<file path="config.mk">
export PLATFORM = sky130hd
export DESIGN_NAME = cv_xalu_decode_stage
export DESIGN_NICKNAME = d
export VERILOG_FILES = /design/src/rtl/cv_xalu_decode_stage.sv
export SDC_FILE = /design/constraint.sdc
export NUM_CORES = 1
export LEC_CHECK = 0
export BUFFER_PORTS_ARGS = -buffer_cell sky130_fd_sc_hd__buf_2
export CAP_MARGIN = 20
export CORE_UTILIZATION = 58
export CTS_CLUSTER_SIZE = 24
export DETAILED_ROUTE_END_ITERATION = 16
export PLACE_DENSITY_LB_ADDON = 0.25
export SLEW_MARGIN = 10
export SYNTH_ARGS = -nofsm -noshare
export SYNTH_HDL_FRONTEND = slang
export SYNTH_SLANG_ARGS = --single-unit
</file>
<file path="constraint.sdc">
create_clock -name clk_i -period 4.9 [get_ports clk_i]
set_clock_uncertainty 0.05 [all_clocks]
set_input_delay 0.49 -clock clk_i [delete_from_list [all_inputs] [get_ports clk_i]]
set_output_delay 0.49 -clock clk_i [all_outputs]
set_load 0.01 [all_outputs]
</file>
<file path="src/rtl/cv_xalu_decode_stage.sv">
// Pre-decode stage for the custom ALU / immediate-branch extension.
// Classifies raw instruction words, extracts fields and immediates, and
// delivers them through a registered main slot backed by a one-entry skid slot.
module cv_xalu_decode_stage #(
  parameter int unsigned CNT_W = 16
) (
  input  logic             clk_i,
  input  logic             rst_ni,
  input  logic             flush_i,
  input  logic             instr_valid_i,
  output logic             instr_ready_o,
  input  logic [31:0]      instr_i,
  input  logic [31:0]      pc_i,
  output logic             dec_valid_o,
  input  logic             dec_ready_i,
  output logic [1:0]       dec_class_o,
  output logic             dec_illegal_o,
  output logic [9:0]       dec_funct_o,
  output logic [4:0]       dec_rd_o,
  output logic [4:0]       dec_rs1_o,
  output logic [4:0]       dec_rs2_o,
  output logic [31:0]      dec_imm_o,
  output logic [31:0]      dec_imm5_o,
  output logic [31:0]      dec_pc_o,
  input  logic             cnt_clr_i,
  output logic [CNT_W-1:0] cnt_custom_o,
  output logic [CNT_W-1:0] cnt_illegal_o
);

  localparam int unsigned XLEN    = 32;
  localparam int unsigned FUNCT_W = 10;
  localparam int unsigned REG_W   = 5;

  localparam logic [6:0] OPC_REG    = 7'h2B;
  localparam logic [6:0] OPC_IMM    = 7'h5B;
  localparam logic [6:0] OPC_BRANCH = 7'h0B;

  localparam logic [1:0] CLS_OTHER  = 2'd0;
  localparam logic [1:0] CLS_REG    = 2'd1;
  localparam logic [1:0] CLS_IMM    = 2'd2;
  localparam logic [1:0] CLS_BRANCH = 2'd3;

  typedef struct packed {
    logic [1:0]         cls;
    logic               illegal;
    logic [FUNCT_W-1:0] funct;
    logic [REG_W-1:0]   rd;
    logic [REG_W-1:0]   rs1;
    logic [REG_W-1:0]   rs2;
    logic [XLEN-1:0]    imm;
    logic [XLEN-1:0]    imm5;
    logic [XLEN-1:0]    pc;
  } dec_t;

  logic [6:0] opcode;
  logic [2:0] funct3;
  logic [6:0] funct7;
  logic [1:0] f2;
  logic       reg_f7_ok;
  logic       imm_ok;
  dec_t       dec_c;

  dec_t             main_q, main_d;
  dec_t             skid_q, skid_d;
  logic             main_v_q, main_v_d;
  logic             skid_v_q, skid_v_d;
  logic             rdy_q, rdy_d;
  logic [CNT_W-1:0] cnt_custom_q, cnt_custom_d;
  logic [CNT_W-1:0] cnt_illegal_q, cnt_illegal_d;

  logic accept;
  logic consume;

  assign opcode = instr_i[6:0];
  assign funct3 = instr_i[14:12];
  assign funct7 = instr_i[31:25];
  assign f2     = instr_i[31:30];

  // Supported funct7 encodings of the register-register custom ALU ops
  always_comb begin
    reg_f7_ok = 1'b0;
    case (funct7) inside
      7'h18, 7'h19, 7'h1A, 7'h1C, 7'h1D,
      [7'h20:7'h24], [7'h28:7'h2E], [7'h30:7'h33],
      [7'h38:7'h3B], [7'h40:7'h47]: reg_f7_ok = 1'b1;
      default:                      reg_f7_ok = 1'b0;
    endcase
  end

  // Supported {funct3, f2} combinations of the immediate custom ALU ops
  always_comb begin
    imm_ok = 1'b0;
    case (funct3)
      3'b000:         imm_ok = (f2 != 2'b11);
      3'b001:         imm_ok = (f2 != 2'b10);
      3'b010, 3'b011: imm_ok = 1'b1;
      default:        imm_ok = 1'b0;
    endcase
  end

  // Combinational decode of the presented word
  always_comb begin
    dec_c     = '0;
    dec_c.rd  = instr_i[11:7];
    dec_c.rs1 = instr_i[19:15];
    dec_c.rs2 = instr_i[24:20];
    dec_c.pc  = pc_i;
    case (opcode)
      OPC_REG: begin
        dec_c.cls     = CLS_REG;
        dec_c.funct   = {funct7, funct3};
        dec_c.illegal = !((funct3 == 3'b011) && reg_f7_ok);
      end
      OPC_IMM: begin
        dec_c.cls     = CLS_IMM;
        dec_c.funct   = {5'b0, f2, funct3};
        dec_c.illegal = !imm_ok;
        dec_c.imm     = {27'b0, instr_i[29:25]};
        dec_c.imm5    = {27'b0, instr_i[24:20]};
      end
      OPC_BRANCH: begin
        dec_c.cls     = CLS_BRANCH;
        dec_c.funct   = {7'b0, funct3};
        dec_c.illegal = (funct3[2:1] != 2'b11);
        dec_c.imm     = {{19{instr_i[31]}}, instr_i[31], instr_i[7],
                         instr_i[30:25], instr_i[11:8], 1'b0};
        dec_c.imm5    = {{27{instr_i[24]}}, instr_i[24:20]};
      end
      default: dec_c.cls = CLS_OTHER;
    endcase
    if (dec_c.illegal) begin
      dec_c.imm  = '0;
      dec_c.imm5 = '0;
    end
  end

  assign accept  = instr_valid_i & rdy_q;
  assign consume = main_v_q & dec_ready_i;

  // Next state of the main/skid slots and the statistics counters
  always_comb begin
    main_d        = main_q;
    skid_d        = skid_q;
    main_v_d      = main_v_q;
    skid_v_d      = skid_v_q;
    cnt_custom_d  = cnt_custom_q;
    cnt_illegal_d = cnt_illegal_q;

    if (flush_i) begin
      main_v_d = 1'b0;
      skid_v_d = 1'b0;
    end else if (consume) begin
      if (skid_v_q) begin
        main_d   = skid_q;
        main_v_d = 1'b1;
        skid_v_d = 1'b0;
      end else if (accept) begin
        main_d   = dec_c;
        main_v_d = 1'b1;
      end else begin
        main_v_d = 1'b0;
      end
    end else if (accept) begin
      if (main_v_q) begin
        skid_d   = dec_c;
        skid_v_d = 1'b1;
      end else begin
        main_d   = dec_c;
        main_v_d = 1'b1;
      end
    end

    rdy_d = !skid_v_d;

    if (cnt_clr_i) begin
      cnt_custom_d  = '0;
      cnt_illegal_d = '0;
    end else if (consume) begin
      if (main_q.illegal) begin
        if (cnt_illegal_q != '1) cnt_illegal_d = cnt_illegal_q + CNT_W'(1);
      end else if (main_q.cls != CLS_OTHER) begin
        if (cnt_custom_q != '1) cnt_custom_d = cnt_custom_q + CNT_W'(1);
      end
    end
  end

  // State registers
  always_ff @(posedge clk_i or negedge rst_ni) begin
    if (!rst_ni) begin
      main_q        <= '0;
      skid_q        <= '0;
      main_v_q      <= 1'b0;
      skid_v_q      <= 1'b0;
      rdy_q         <= 1'b1;
      cnt_custom_q  <= '0;
      cnt_illegal_q <= '0;
    end else begin
      main_q        <= main_d;
      skid_q        <= skid_d;
      main_v_q      <= main_v_d;
      skid_v_q      <= skid_v_d;
      rdy_q         <= rdy_d;
      cnt_custom_q  <= cnt_custom_d;
      cnt_illegal_q <= cnt_illegal_d;
    end
  end

  assign instr_ready_o = rdy_q;
  assign dec_valid_o   = main_v_q;
  assign dec_class_o   = main_q.cls;
  assign dec_illegal_o = main_q.illegal;
  assign dec_funct_o   = main_q.funct;
  assign dec_rd_o      = main_q.rd;
  assign dec_rs1_o     = main_q.rs1;
  assign dec_rs2_o     = main_q.rs2;
  assign dec_imm_o     = main_q.imm;
  assign dec_imm5_o    = main_q.imm5;
  assign dec_pc_o      = main_q.pc;
  assign cnt_custom_o  = cnt_custom_q;
  assign cnt_illegal_o = cnt_illegal_q;

endmodule

</file>
==> flow_metrics.tcl, run 1 <==
set metrics [dict create \
    outcome "finished, final reports clean" \
    cts_resized 0 \
    yosys-top-cells-count "nand2_1, dfrtp_1, nor2_1, a31oi_1, buf_4" \
    sw_frac_of_total_pct 26.35 \
    period_share_pct 49.83 \
    hold_viol 0 \
    p_int_mw 2.810 \
    seqPwrFrac_pct 49.7 \
    max_freq_mhz 409.5 \
    synthSimpleGateAreaFrac_pct 25.75 \
    grt_first_pass_wirelength_microns 35560 \
    clock_latency_ps 420 \
    grt_max_degree 89 \
    finalSetupTns_ps 0 \
    hpwl_microns 14260 \
    grt_pass1_vias 6949 \
    synthToLayoutAreaGrowth_pct 16.13 \
    rows 45 \
    synth_top_family_by_area "simple AND/OR/NAND/NOR gates" \
    grtUsageTotal_pct 28.09 \
    drv_cap 0 \
    synth_compound_area_share_pct 10.97 \
    synth_warnings 0 \
    timing.rr.start "dec_valid_o" \
    yosysTopAreaCellShare_pct 53.05 \
    dieHeight_microns 127.0 \
    cp-start-kind "flop" \
    fillers 1240 \
    hold_class "in -> async" \
    netlist_instances 1019 \
    remaining_drc_errors 0 \
    ios 228 \
    synth_largest_area_cell "dfrtp_1" \
    drtPass1Iterations 6 \
    seqCellArea_sq_um 4831 \
    required_ps 5100 \
    antenna_left 0 \
    synth_mux_area_share_pct 0.3315 \
    port_buffers 227 \
    final_layout_size_suffix_gt1_share_pct 23.79 \
    drt_iter0_drc 577 \
    rsz0062_at_grt "no" \
    async_flop_share_pct 100.0 \
    switching_power_mw 1.006 \
    vdd_drop_max_uv 234.2 \
    yosysMostFrequentCell "nand2_1" \
    tritoncts "built" \
    synth_fa_ha_area_share_pct 0.2763 \
    vias_per_cell 5.638 \
    power_frac_comb_pct 13.4 \
    synth_xor_area_share_pct 2.611 \
    die_x_microns 127.0 \
    p_leak_nw 5.375 \
    nets 1238 \
    ff2ff_setup_slack_ps 2460 \
    cts-htree-levels 4 \
    syn_avg_cell_area_sq_um 8.889 \
    die_area_sq_um 16120 \
    gr-total-overflow 0 \
    arrival_ps 2640 \
    holdBufCountCts 0 \
    tightest_slew_ps 1051 \
    post_cts.repair.setup_buffers 0 \
    slew_viol_final 0 \
    wirelength_microns 21820 \
    start_util_pct 59.58 \
    min_period_ps 2442 \
    critPathKind "reg -> reg" \
    wire_per_inst_microns 15.98 \
    core_sq_um 15200 \
    multi_input_area_sq_um 3636 \
    place_ws_ps 2393 \
    synth_top_flop_cell "dfrtp_1" \
    r2r-end "dec_class_o[0]" \
    antenna_found_initial 1 \
    synthDistinctLibCells 56 \
    synth_nets 1091 \
    r2r_cells 5 \
    pwr-share-clk_pct 36.9 \
    synth_edf_count 0 \
    syn_area_sq_um 9057 \
    ys_seq_area_share_pct 53.34 \
    cp-end-kind "flop" \
    cts_root_buf "clkbuf_16" \
    numCtsBuffers 17 \
    slew_headroom_pct 29.74 \
    power_density_nw_per_um2 362.8 \
    via_count 7701 \
    setup_ws_ps 2458 \
    clock_sinks 193 \
    setup_viol 0 \
    cts_buffer_depth 2 \
    synth.area.top_cells "dfrtp_1, nand2_1, nor2_1, a31oi_1, buf_4" \
    gp_congestion 0.8426 \
    whs_ps 63.26 \
    clkTransAtPathRegs_ps 70 \
    cp_max_fo 44 \
    ys_ff_latch 193 \
]
==> per-stage QoR <==
stage / util, % / power, mW / instance area, sq um / std cells
after floorplan: - / 2.191 / 9057 / 1019
after global placement: 65.29 / 2.419 / 9926 / 1335
after detailed placement: 65.29 / 2.441 / 9926 / 1335
after CTS: 69.18 / 3.839 / 10520 / 1365
after global routing: 69.19 / 3.988 / 10520 / 1366
final: 69.19 / 3.816 / 10520 / 1366
==> critical path, stage by stage (launching register included) <==
cell and delay [ps]:
dfrtp_1 510, and3_2 830, buf_4 510, nor2_1 70, a21oi_1 140, o21ai_0 100
==> metal layers <==
metal,GRT usage [%],wire [microns]
met1,38.36,9548
met2,45.18,10420
met3,5.019,1366
met4,10.50,491
met5,0,0
==> logic make-up after synthesis <==
kind of cell             after synthesis
AO/OA/AOI/OAI                        147
XOR/XNOR                              27
multiplexers                           3
buffers and inverters                112
flip-flops                           193
adder cells (fa/ha/maj)                2
AND/OR/NAND/NOR                      535
==> state kept, by name, indices dropped and copies added, names as in the netlist, 2 cells and up <==
name,count
dec_imm_o,13
cnt_custom_o,16
skid_q,79
dec_rd_o,5
dec_class_o,2
cnt_illegal_o,16
dec_rs1_o,5
dec_pc_o,32
dec_imm5_o,6
dec_funct_o,10
dec_rs2_o,5
==> power by group through the flow <==
stage | logic (mW) | registers (mW) | clock network, mW
6_report | 0.512 | 1.90 | 1.41
5_1_grt | 0.578 | 1.92 | 1.49
4_1_cts | 0.519 | 1.90 | 1.42
3_5_place_dp | 0.518 | 1.92 | 0
3_3_place_gp | 0.502 | 1.92 | 0
2_1_floorplan | 0.239 | 1.95 | 0
==> final cells by class <==
type                       instances  share of cell area [%]
antenna                            1                 0.02379
clock buffer                      20                   4.342
clock inverter                    10                   1.273
inverter                           5                  0.1784
multi-input combinational        714                   34.57
sequential                       193                   45.93
tap                              188                   2.236
timing repair buffer             235                   11.45
==> cells in the final DEF (no fill, tap or decap), drive strengths merged, types with 4 or more instances in the layout <==
cell type    n
inv          6
and4         4
a21oi       24
nand4        9
a31oi       58
or3          4
o211ai       8
nor3         6
nand3       39
o31ai        5
nor2b        4
a22o         9
and3        16
nor2       108
xor2        26
a22oi        4
clkinv       4
nand2      319
buf        234
o21ai       15
nor4         8
a221o        9
clkbuf      21
dfrtp      192
nand4b       4
==> how the worst max path moves through the flow <==
stage | start | endpoint | cells after the start
floorplan | instr_i[6] | dec_imm5_o[30] | 7
global placement | dec_ready_i | dec_class_o[1] | 6
detailed placement | dec_ready_i | dec_class_o[0] | 6
CTS | dec_valid_o | dec_class_o[0] | 5
global route | dec_valid_o | dec_class_o[0] | 5
finish | dec_valid_o | dec_class_o[0] | 5
Power figures use the tool's default switching activity.
==> inputs of run 2 (changes only) <==
--- a/config.mk
+++ b/config.mk
@@ -7,7 +7,7 @@
 export LEC_CHECK = 0
 export BUFFER_PORTS_ARGS = -buffer_cell sky130_fd_sc_hd__buf_2
 export CAP_MARGIN = 20
-export CORE_UTILIZATION = 58
+export CORE_UTILIZATION = 54
 export CTS_CLUSTER_SIZE = 24
 export DETAILED_ROUTE_END_ITERATION = 16
 export PLACE_DENSITY_LB_ADDON = 0.25
==> constraint.sdc (replaced) <==
create_clock -name clk_i -period 2.3 [get_ports clk_i]
set_clock_uncertainty 0.05 [all_clocks]
set_input_delay 0.23 -clock clk_i [delete_from_list [all_inputs] [get_ports clk_i]]
set_output_delay 0.23 -clock clk_i [all_outputs]
set_load 0.01 [all_outputs]
==> flow_metrics.tcl, run 2 (synthesized netlist as in run 1, its figures left out) <==
set metrics [dict create \
    clock_latency_ps 430 \
    vdd_drop_max_uv 539.9 \
    sw_frac_of_total_pct 27.01 \
    required_ps 2540 \
    arrival_ps 2370 \
    cp-start-kind "flop" \
    wire_per_inst_microns 16.12 \
    outcome "finished, final reports clean" \
    utilization_pct 69.88 \
    numCtsBuffers 17 \
    fillers 1246 \
    setup_viol 0 \
    dieHeight_microns 131.5 \
    cp_max_fo 7 \
    nets 1302 \
    seqPwrFrac_pct 48.4 \
    rows 46 \
    grt_first_pass_wirelength_microns 38940 \
    multi_input_area_sq_um 3636 \
    tritoncts "built" \
    hold_viol 0 \
    fin_area_sq_um 11260 \
    rsz0062_at_grt "no" \
    pwr-share-clk_pct 37.2 \
    start_util_pct 56.20 \
    power_frac_comb_pct 14.4 \
    hold_class "in -> reg" \
    grtUsageTotal_pct 28.21 \
    hp-start "instr_i[10]" \
    die_area_sq_um 17290 \
    cts_buffer_depth 2 \
    clock_sinks 193 \
    remaining_drc_errors 0 \
    gp_congestion 0.8575 \
    antenna_found_initial 0 \
    antenna_left 0 \
    critPathKind "reg -> reg" \
    hold_depth 3 \
    gr-total-overflow 0 \
    period_share_pct 92.57 \
    timing.rr.start "cnt_illegal_o[0]" \
    vias_per_cell 5.561 \
    core_sq_um 16120 \
    postPlaceCellArea_sq_um 10210 \
    total_power_mw 8.348 \
    cp-end-kind "flop" \
    final_cell_mix "nand2_1, buf_2, dfrtp_1, nor2_1, a31oi_1" \
    grt_pass1_vias 7606 \
    slew_viol_final 0 \
    tightest_slew_ps 732.9 \
    whs_ps 25.45 \
    max_flop_register "skid_q" \
    wirelength_microns 23510 \
    r2r_cells 6 \
    max_freq_mhz 469.7 \
    drtPass1Iterations 5 \
    drt_iter0_drc 567 \
    mostFrequentLayoutCell "nand2_1" \
    port_buffers 227 \
    post_cts.repair.setup_buffers 0 \
    seqCellArea_sq_um 4831 \
    cts_root_buf "clkbuf_16" \
    finalSetupTns_ps 0 \
    p_leak_nw 5.686 \
    r2r-end "cnt_illegal_o[1]" \
    slew_headroom_pct 51.14 \
    synthToLayoutAreaGrowth_pct 24.33 \
    drv_cap 0 \
    final_layout_size_suffix_gt1_share_pct 24.46 \
    die_x_microns 131.5 \
    via_count 8114 \
    n_antenna_cell 0 \
    cts-htree-levels 4 \
    p_int_mw 6.094 \
    clkTransAtPathRegs_ps 70 \
    power_density_nw_per_um2 741.4 \
    switching_power_mw 2.255 \
    largest_reg_flops 79 \
    hpwl_microns 15460 \
    grt_max_degree 56 \
    hold_end "skid_q[109]" \
    min_period_ps 2129 \
    ios 228 \
    ff2ff_setup_slack_ps 170 \
]
[run 2: changes by cell type in the layout (fill, tap and decap cells not counted), sizes merged]
cell / previous run / this run
diode: 1 / 0
clkbuf: 21 / 20
buf: 234 / 255
inv: 6 / 10
clkinvlp: 2 / 5
clkinv: 4 / 0
dlygate4sd3: 0 / 43
[run 2: power by group through the flow]
stage	registers, mW	logic, mW	clock network, mW
floorplan	4.16	0.509	0
global placement	4.08	1.12	0
detailed placement	4.09	1.15	0
CTS	4.03	1.21	3.16
global route	4.08	1.35	3.29
finish	4.04	1.21	3.10
[run 2: through the flow]
step | setup WS [ps] | instances
after floorplan | 322.6 | 1019
after global placement | 321.1 | 1384
after detailed placement | 234.3 | 1384
after CTS | 209.4 | 1459
after global routing | 24.10 | 1459
final | 171.0 | 1459
[run 2: timing repair]
item,CTS,global route
gates resized for setup,0,0
endpoints found under the hold margin,105,0
hold buffers,43,0
[run 2: worst max path at each step]
stage,from,slack [ps],end,depth (start not counted)
2_1_floorplan,cnt_illegal_o[0],320,cnt_illegal_o[1],7
3_3_place_gp,instr_i[4],320,dec_imm_o[30],6
3_5_place_dp,cnt_illegal_o[0],230,cnt_illegal_o[1],6
4_1_cts,cnt_illegal_o[0],210,cnt_illegal_o[1],6
5_1_grt,cnt_illegal_o[0],20,cnt_illegal_o[1],6
6_report,cnt_illegal_o[0],170,cnt_illegal_o[1],6
[run 2: worst max-delay path, stage by stage, from the launching register on]
cell	delay [ps]
dfrtp_1	400
ha_1	220
nand2_1	80
or2_2	370
o31ai_1	560
mux2i_1	250
nor2_1	50
[run 2: layout make-up]
class                           instances  area share, %
Clock inverter                         13          1.522
Multi-Input combinational cell        714          32.29
Inverter                                5         0.1667
Clock buffer                           19          4.022
Tap cell                              216          2.400
Sequential cell                       193          42.90
Timing Repair Buffer                  299          16.70
[run 2: routing by layer]
| layer | track usage [%] | part of all wire, % |
|---|---|---|
| met1 | 37.40 | 43 |
| met2 | 46.50 | 49 |
| met3 | 4.360 | 5.6 |
| met4 | 11.11 | 2.7 |
| met5 | 0 | 0 |
